$ cat src/rtl/rx_oversample_if.sv
// Receive-side bundle for rx_oversample: serial line in, byte/handshake/error flags out.
interface rx_oversample_if;
  logic       rxd;
  logic       rd_en;
  logic [7:0] dout;
  logic       rx_rdy;
  logic       frm_err;
  logic       ovr_err;

  modport slave  (input rxd, input rd_en, output dout, output rx_rdy, output frm_err, output ovr_err);
  modport master (output rxd, output rd_en, input dout, input rx_rdy, input frm_err, input ovr_err);
endinterface

$ cat src/rtl/rx_oversample.sv
// UART 8N1 receiver sampling rxd at bit centre on an OS_RATE x baud clock.
// Optional macro RX_MAJORITY_VOTE_EN: 3-sample majority vote at every sample point.
module rx_oversample #(
  parameter int OS_RATE = 16
) (
  input  logic            bclk,
  input  logic            rst,
  rx_oversample_if.slave  rx_if
);

  localparam int CW = $clog2(OS_RATE);
  localparam logic [CW-1:0] HALF_M1 = CW'(OS_RATE / 2 - 1);
  localparam logic [CW-1:0] LAST    = CW'(OS_RATE - 1);

  localparam logic [2:0] ST_IDLE  = 3'd0;
  localparam logic [2:0] ST_START = 3'd1;
  localparam logic [2:0] ST_DATA  = 3'd2;
  localparam logic [2:0] ST_STOP  = 3'd3;
  localparam logic [2:0] ST_BREAK = 3'd4;

  logic [1:0]    sync_q;
  logic          rxd_s;
  logic [2:0]    state_q, state_d;
  logic [CW-1:0] os_ctr_q, os_ctr_d;
  logic [2:0]    bit_ctr_q, bit_ctr_d;
  logic [7:0]    shr_q, shr_d;
  logic [7:0]    dout_q, dout_d;
  logic          rdy_q, rdy_d;
  logic          frm_q, frm_d;
  logic          ovr_q, ovr_d;
  logic          sample;
  logic          good;

  assign rxd_s = sync_q[1];

  always_ff @(posedge bclk or posedge rst) begin
    if (rst) sync_q <= 2'b11;
    else     sync_q <= {sync_q[0], rx_if.rxd};
  end

`ifdef RX_MAJORITY_VOTE_EN
  function automatic logic maj3(input logic a, input logic b, input logic c);
    return (a & b) | (a & c) | (b & c);
  endfunction

  // hist_q[1] holds rxd_s from two edges ago, hist_q[0] from one edge ago
  logic [1:0] hist_q;

  always_ff @(posedge bclk or posedge rst) begin
    if (rst) hist_q <= 2'b11;
    else     hist_q <= {hist_q[0], rxd_s};
  end

  assign sample = maj3(hist_q[1], hist_q[0], rxd_s);
`else
  assign sample = rxd_s;
`endif

  always_comb begin
    state_d   = state_q;
    os_ctr_d  = os_ctr_q;
    bit_ctr_d = bit_ctr_q;
    shr_d     = shr_q;
    dout_d    = dout_q;
    rdy_d     = rdy_q;
    frm_d     = frm_q;
    ovr_d     = ovr_q;
    good      = 1'b0;

    case (state_q)
      ST_IDLE: begin
        if (!rxd_s) begin
          state_d  = ST_START;
          os_ctr_d = '0;
        end
      end
      ST_START: begin
        if (os_ctr_q == HALF_M1) begin
          os_ctr_d  = '0;
          bit_ctr_d = '0;
          state_d   = sample ? ST_IDLE : ST_DATA;
        end else begin
          os_ctr_d = os_ctr_q + CW'(1);
        end
      end
      ST_DATA: begin
        if (os_ctr_q == LAST) begin
          os_ctr_d  = '0;
          shr_d     = {sample, shr_q[7:1]};
          bit_ctr_d = bit_ctr_q + 3'd1;
          if (bit_ctr_q == 3'd7) state_d = ST_STOP;
        end else begin
          os_ctr_d = os_ctr_q + CW'(1);
        end
      end
      ST_STOP: begin
        if (os_ctr_q == LAST) begin
          os_ctr_d = '0;
          if (sample) begin
            good    = 1'b1;
            state_d = ST_IDLE;
          end else begin
            frm_d   = 1'b1;
            state_d = ST_BREAK;
          end
        end else begin
          os_ctr_d = os_ctr_q + CW'(1);
        end
      end
      ST_BREAK: begin
        if (rxd_s) state_d = ST_IDLE;
      end
      default: state_d = ST_IDLE;
    endcase

    // A good stop and an acknowledge on the same edge load the new byte without overrun
    if (good) begin
      dout_d = shr_q;
      rdy_d  = 1'b1;
      frm_d  = 1'b0;
      if (rdy_q) ovr_d = !rx_if.rd_en;
    end else if (rx_if.rd_en && rdy_q) begin
      rdy_d = 1'b0;
      ovr_d = 1'b0;
    end
  end

  always_ff @(posedge bclk or posedge rst) begin
    if (rst) begin
      state_q   <= ST_IDLE;
      os_ctr_q  <= '0;
      bit_ctr_q <= '0;
      shr_q     <= '0;
      dout_q    <= '0;
      rdy_q     <= 1'b0;
      frm_q     <= 1'b0;
      ovr_q     <= 1'b0;
    end else begin
      state_q   <= state_d;
      os_ctr_q  <= os_ctr_d;
      bit_ctr_q <= bit_ctr_d;
      shr_q     <= shr_d;
      dout_q    <= dout_d;
      rdy_q     <= rdy_d;
      frm_q     <= frm_d;
      ovr_q     <= ovr_d;
    end
  end

  assign rx_if.dout    = dout_q;
  assign rx_if.rx_rdy  = rdy_q;
  assign rx_if.frm_err = frm_q;
  assign rx_if.ovr_err = ovr_q;

endmodule

$ cat src/flat_wrapper.sv
// flat-port wrapper written by rule: the top's interface ports become plain ports
module rx_oversample_flat 
#(
  parameter int OS_RATE = 16
)
  (bclk, rst, rx_if_rxd, rx_if_rd_en, rx_if_dout, rx_if_rx_rdy, rx_if_frm_err, rx_if_ovr_err);
  rx_oversample_if rx_if_i ();
  input  logic bclk;
  input  logic rst;
  input wire logic [$bits(rx_if_i.rxd)-1:0] rx_if_rxd;
  input wire logic [$bits(rx_if_i.rd_en)-1:0] rx_if_rd_en;
  output wire logic [$bits(rx_if_i.dout)-1:0] rx_if_dout;
  output wire logic [$bits(rx_if_i.rx_rdy)-1:0] rx_if_rx_rdy;
  output wire logic [$bits(rx_if_i.frm_err)-1:0] rx_if_frm_err;
  output wire logic [$bits(rx_if_i.ovr_err)-1:0] rx_if_ovr_err;
  assign rx_if_i.rxd = rx_if_rxd;
  assign rx_if_i.rd_en = rx_if_rd_en;
  assign rx_if_dout = rx_if_i.dout;
  assign rx_if_rx_rdy = rx_if_i.rx_rdy;
  assign rx_if_frm_err = rx_if_i.frm_err;
  assign rx_if_ovr_err = rx_if_i.ovr_err;
  rx_oversample #(.OS_RATE(OS_RATE)) u_core (.bclk(bclk), .rst(rst), .rx_if(rx_if_i));
endmodule
$ cat config.mk
export PLATFORM = sky130hd
export DESIGN_NAME = rx_oversample_flat
export DESIGN_NICKNAME = d
export VERILOG_FILES = /design/src/rtl/rx_oversample_if.sv /design/src/rtl/rx_oversample.sv /design/src/flat_wrapper.sv
export SDC_FILE = /design/constraint.sdc
export NUM_CORES = 1
export LEC_CHECK = 0
export CORE_ASPECT_RATIO = 0.75
export CORE_MARGIN = 3
export CORE_UTILIZATION = 54
export DETAILED_ROUTE_END_ITERATION = 12
export HOLD_SLACK_MARGIN = 0.08
export MAX_ROUTING_LAYER = met4
export PLACE_DENSITY = 0.77
export REMOVE_ABC_BUFFERS = 1
export SLEW_MARGIN = 15
export SYNTH_ARGS = -nofsm -noshare
export SYNTH_HDL_FRONTEND = slang
export SYNTH_SLANG_ARGS = --single-unit
$ cat constraint.sdc
create_clock -name bclk -period 2.11 [get_ports bclk]
set_clock_uncertainty 0.2 [all_clocks]
set_input_delay 0.633 -clock bclk [delete_from_list [all_inputs] [get_ports bclk]]
set_output_delay 0.633 -clock bclk [all_outputs]
set_load 0.1 [all_outputs]
* After elaboration in Yosys (flattened, before gate mapping)
Index checks and enable logic that the tools add are counted.
Word-level totals: logic and storage cells 68, output and inout port bits 11, bits in registers 31
Cells by class: equality and inequality tests 15, mux-type cells 27, reductions and logical operators 15, add/subtract/negate cells 2
Operators with widths (number):
- $mux 3 | 9
- $pmux 3 s5 | 1
- $mux 4 | 3
- $ne 2x1->1 const B | 6
- $pmux 4 s3 | 1
- $mux 1 | 11
- $reduce_bool 2->1 | 4
- $eq 3x2->1 const B | 2
- $eq 3x3->1 const B | 2
- $pmux 3 s2 | 1
- $reduce_and 2->1 | 3
- $reduce_and 3->1 | 2
- $reduce_and 6->1 | 1
- $add 4x1->4 const B | 1
- $eq 4x3->1 const B | 1
- $eq 4x4->1 const B | 1
- $ne 2x2->1 const B | 2
- $add 3x1->3 const B | 1
- $eq 3x1->1 const B | 1
- $logic_not 3->1 | 1
- $reduce_bool 3->1 | 1
- $mux 2 | 1
- $reduce_or 2->1 | 1
- $logic_and 1x1->1 | 1
- $logic_not 1->1 | 1

* Longest topological paths before layout
depth after elaboration 5, depth in mapped cells 5, mapped depth without buffers 4

* Worst setup path after synthesis
OpenSTA, ideal clock, no wires.
path kind register to register, from reg u_core.os_ctr_q[0], to reg u_core.dout_q[0], in the netlist u_core.rx_if.dout[0], data arrival time 1584 ps, slack 200 ps, cell stages (with the launch flop) 5, library setup time 125 ps, clock period less this slack 1910 ps, data required time 1785 ps, cells stage by stage dfrtp_1 ha_1 nand3_4 nor4_4 mux2_2
On the way: word-level cells in the longest chain between the ends 3
Ends and longest elaborated chain:
- start, declared | line rx_oversample.sv:24 | logic [CW-1:0] os_ctr_q, os_ctr_d;
- start signal, assigned | line rx_oversample.sv:140 | os_ctr_q <= os_ctr_d;
- $eq 4x4->1 | line rx_oversample.sv:97 | if (os_ctr_q == LAST) begin
- $mux 1 | line rx_oversample.sv:97
- $mux 1 | line rx_oversample.sv:70 | case (state_q)
- end signal, assigned | line rx_oversample.sv:143 | dout_q <= dout_d;
- end, declared | line rx_oversample.sv:27 | logic [7:0] dout_q, dout_d;
No other way between the ends. A chain may end at the register's enable or synchronous reset.

* Worst setup path in the final report
from reg u_core.os_ctr_q[1], to reg u_core.frm_q, in the netlist u_core.rx_if.frm_err
On the way: word-level cells in the longest chain between the ends 5
Ends and longest elaborated chain:
- $eq 4x4->1 (*) | line rx_oversample.sv:97
- $mux 1 | line rx_oversample.sv:97
- $mux 1 | line rx_oversample.sv:70
- $ne 2x2->1 (no line) / $reduce_bool 2->1 (equally long branches)
- $reduce_and 3->1 (no line)
- end signal, assigned | line rx_oversample.sv:145 | frm_q <= frm_d;
- end, declared | line rx_oversample.sv:29 | logic frm_q, frm_d;
Every way passes the cells marked *; elsewhere a longest branch is shown, timed or not.

==> summary.md <==
| Metric | Value |
|---|---|
| Max-slew violation count | `0` |
| Share of cells above drive strength 1 | `0.417` |
| Number of gates resized after CTS | `0` |
| Die height | `about 50 um` |
| Seq/Total Area, Yosys | `0.557` |
| H-tree Lvls | `2` |
| EDFF count, synth | `0` |
| Clk_lat worst skew | `approximately 0.33 ns` |
| Vias post-DR | `about 850` |
| Starting density of the core | `0.586` |
| Setup violators final | `0` |
| Yosys warnings | `0` |
| GPL Wtd Cong | `0.791` |
| 1st-pass router iterations | `4` |
| Total power draw | `around 1.5 mW` |
| Tightest Pin Transition | `0.584 ns` |
| Async S/R FF share, synth | `1.00` |
| Synth area leaders | `dfrtp_1, mux2_2, dfstp_2, ha_1, nor3b_1` |
| Gr usage total | `0.184` |
| Slowest stage cell, crit path | `or3_2` |
| Worst R2R End | `u_core.rx_if.frm_err$_DFFE_PP0P_` |
| Tmin final | `1.97 ns` |
| Die area | `3240 um^2` |
| Max_cap viols | `0` |
| Hold Buf Count CTS | `0` |
| Number of port buffers | `14` |
| Clock root buffer master | `clkbuf_4` |
| CP required | `2.13 ns` |
| Die Width | `~65 um` |
| Crit-path cells | `ha_1, nand3_4, or3_2, mux2_2` |
| Register-to-Register Setup Slack | `~0.14 ns` |
| Hold Vio Cnt, Final | `0` |
| CP max stage delay | `between 0.5 and 0.6 ns` |
| First-pass GRT wire length | `around 4.2 mm` |
| Worst Setup End Kind | `flop` |
| Antenna violations before repair | `0` |
| Worst-path clk slew | `roughly 0.090 ns` |
| Drt total wl | `approximately 2.4 mm` |
| Count of antenna diodes in the layout | `0` |
| Largest net degree at the start of global routing | `32` |
| Final HPWL DP | `1.75 mm` |
| Clock Sinks | `31` |
| Max Clk Rate | `around 0.51 GHz` |
| Vias in the first global route | `876` |
| Post-Synthesis Cells | `roughly 100` |
| Clock buffer depth | `2` |
| Routed wire per std cell | `14.7 um` |
| Vias/cell | `roughly 5.3` |
| DR WL met2 | `1.10 mm` |
| Worst Hold Class | `reg -> reg` |
| Post-Layout Cell Count | `161` |
| Worst-path fanout max | `6` |
| CP arrival | `1.99 ns` |
| Num ports | `15` |
| Hold Crit Depth | `0` |
| Worst VDD drop | `approximately 0.72 mV` |
| Setup TNS | `0 ns` |
| # fillers | `181` |
| Cts bufs inserted | `5` |
| Setup bufs post-CTS | `0` |
| Yosys top cell area share | `0.520` |
| R2R depth | `4` |
| Leak Pwr | `~0.82 nW` |
| Area Growth Syn to Fin | `26.5%` |
| Top sig layer | `met4` |
| Register bit count reported by yosys | `31` |
| Reg area | `just under 800 um^2` |
| Unrepaired setup endpoints after global routing | `no` |
| Length of routed wiring on met1 | `about 1.1 mm` |
| Area of the multi-input gates | `578 um^2` |
| Max-slew headroom | `0.610` |
| Final Cycle Share | `0.932` |
| Hold worst-path end | `u_core.sync_q[1]$_DFF_PP1_` |
| Pwr Density | `between 800 and 900 nW/um^2` |
| Aggregate global routing overflow | `0` |
| Post-Syn Area | `1400 um^2` |
| CTS tree | `built` |
| Setup Crit Path Kind | `reg -> reg` |
| Placed instance count | `roughly 150` |
| Ys flop type | `dfrtp_1` |
| R2R Path Start | `u_core.os_ctr_q[1]$_DFFE_PP0P_` |
| Hold Startpoint | `u_core.sync_q[0]$_DFF_PP1_` |
| Status | `completed` |
| Final ANT Viol Nets | `0` |
| Met3 WL post-DR | `104 um` |
| DRC violations left | `0` |
| Crit start category | `flop` |
| Syn_area_per_cell | `around 13 um^2` |
| Yosys cell types | `37` |
| Site row count | `15` |
| Core area | `between 2000 and 2500 um^2` |
| Cell taking the most area after synthesis | `dfrtp_1` |
| Nets@finish | `roughly 130` |
| Initial drt markers | `17` |
==> cells by family after synthesis <==
group,share of synthesized area
flops,0.557
compound gates,0.0869
xor+xnor,0.00627
buf+inv,0.0287
mux,0.168
fa+ha+maj,0.0269
simple gates,0.126
==> report_power, final <==
part | internal, mW | switching (mW)
Combinational | 0.185 | 0.208
Sequential | 0.666 | 0.0942
Clock | 0.124 | 0.195
==> area by class of cell <==
type / count / share of cell area
flip-flops and latches: 31 / 0.441
multi-input cells: 65 / 0.327
repair buffers: 19 / 0.170
well taps: 34 / 0.0241
clock buffers: 5 / 0.0212
clock inverters: 3 / 0.00850
inverters: 4 / 0.00850
==> worst max-delay path: cells and delay by family, from the launching register on <==
| family | cells | cell delay [ns] |
|---|---|---|
| AND/OR/NAND/NOR | 2 | 0.65 |
| flip-flops | 1 | 0.39 |
| adder cells (fa/ha/maj) | 1 | 0.33 |
| multiplexers | 1 | 0.29 |
==> layer usage <==
metal | vias to the layer above | global-route usage
li1 | 427 | -
met5 | - | -
met3 | 5 | 0.0752
met2 | 16 | 0.270
met4 | 0 | 0.0737
met1 | 401 | 0.227
==> synth_stat cells (2+ instances only) <==
cell and n:
ha_1 3, o2bb2ai_1 2, dfrtp_1 29, or3_2 2
a21oi_1 3, inv_1 4, a21o_1 2, nor3b_1 3
dfstp_2 2, nor2_1 3, nand3b_1 2, nand2_1 4
mux2i_1 2, buf_2 2, mux2_2 19
==> state kept, by name, summed over array words and instances, names as in the netlist <==
| name | flops |
|---|---|
| u_core.state_q | 3 |
| u_core.rx_if.rx_rdy | 1 |
| u_core.bit_ctr_q | 3 |
| u_core.rx_if.frm_err | 1 |
| u_core.sync_q | 2 |
| u_core.rx_if.ovr_err | 1 |
| u_core.rx_if.dout | 8 |
| u_core.shr_q | 8 |
| u_core.os_ctr_q | 4 |
==> stage by stage <==
step / utilization / setup slack, ns / hold slack (ns) / instance area [um^2]
2_1_floorplan: - / 0.194 / 0.145 / 1370
4_1_cts: 0.741 / 0.144 / 0.163 / 1770
5_1_grt: 0.741 / 0.0462 / 0.169 / 1770
3_5_place_dp: 0.719 / 0.161 / 0.150 / 1710
3_3_place_gp: 0.719 / 0.193 / 0.148 / 1710
6_report: 0.741 / 0.143 / 0.161 / 1770
==> placed cells by master (no fill, tap or decap), drive strengths merged <==
master,synthesis,layout
xnor2,1,1
a21oi,3,3
dfrtp,29,29
mux2i,2,2
nand2,4,4
a211oi,2,2
inv,4,4
clkinv,0,3
a31oi,1,1
a2bb2oi,1,1
nor4,1,1
and3,1,1
nand3,2,2
or3,2,2
nor2,3,3
or2,1,1
buf,3,16
or3b,1,1
a21o,2,2
o2bb2ai,2,2
ha,3,3
nand3b,2,2
clkbuf,1,5
nor3b,3,3
mux2,19,19
a41oi,1,1
o32ai,1,1
o22ai,1,1
clkdlybuf4s50,0,3
a22oi,1,1
dfstp,2,2
nand4b,1,1
nor2b,1,1
o21a,1,1
nand2b,1,1
nor3,1,1
==> worst max path at each step <==
| stage | from | end | slack, ns | depth (start not counted) |
|---|---|---|---|---|
| after floorplan | u_core.os_ctr_q[0]$_DFFE_PP0P_ | u_core.rx_if.dout[0]$_DFFE_PP0P_ | 0.19 | 4 |
| after global routing | u_core.os_ctr_q[1]$_DFFE_PP0P_ | u_core.rx_if.dout[7]$_DFFE_PP0P_ | 0.05 | 5 |
| after detailed placement | u_core.os_ctr_q[0]$_DFFE_PP0P_ | u_core.shr_q[5]$_DFFE_PP0P_ | 0.16 | 4 |
| after global placement | u_core.os_ctr_q[0]$_DFFE_PP0P_ | u_core.shr_q[5]$_DFFE_PP0P_ | 0.19 | 4 |
| final | u_core.os_ctr_q[1]$_DFFE_PP0P_ | u_core.rx_if.frm_err$_DFFE_PP0P_ | 0.14 | 4 |
| after CTS | u_core.os_ctr_q[1]$_DFFE_PP0P_ | u_core.shr_q[5]$_DFFE_PP0P_ | 0.14 | 4 |
Power figures use the tool's default switching activity.
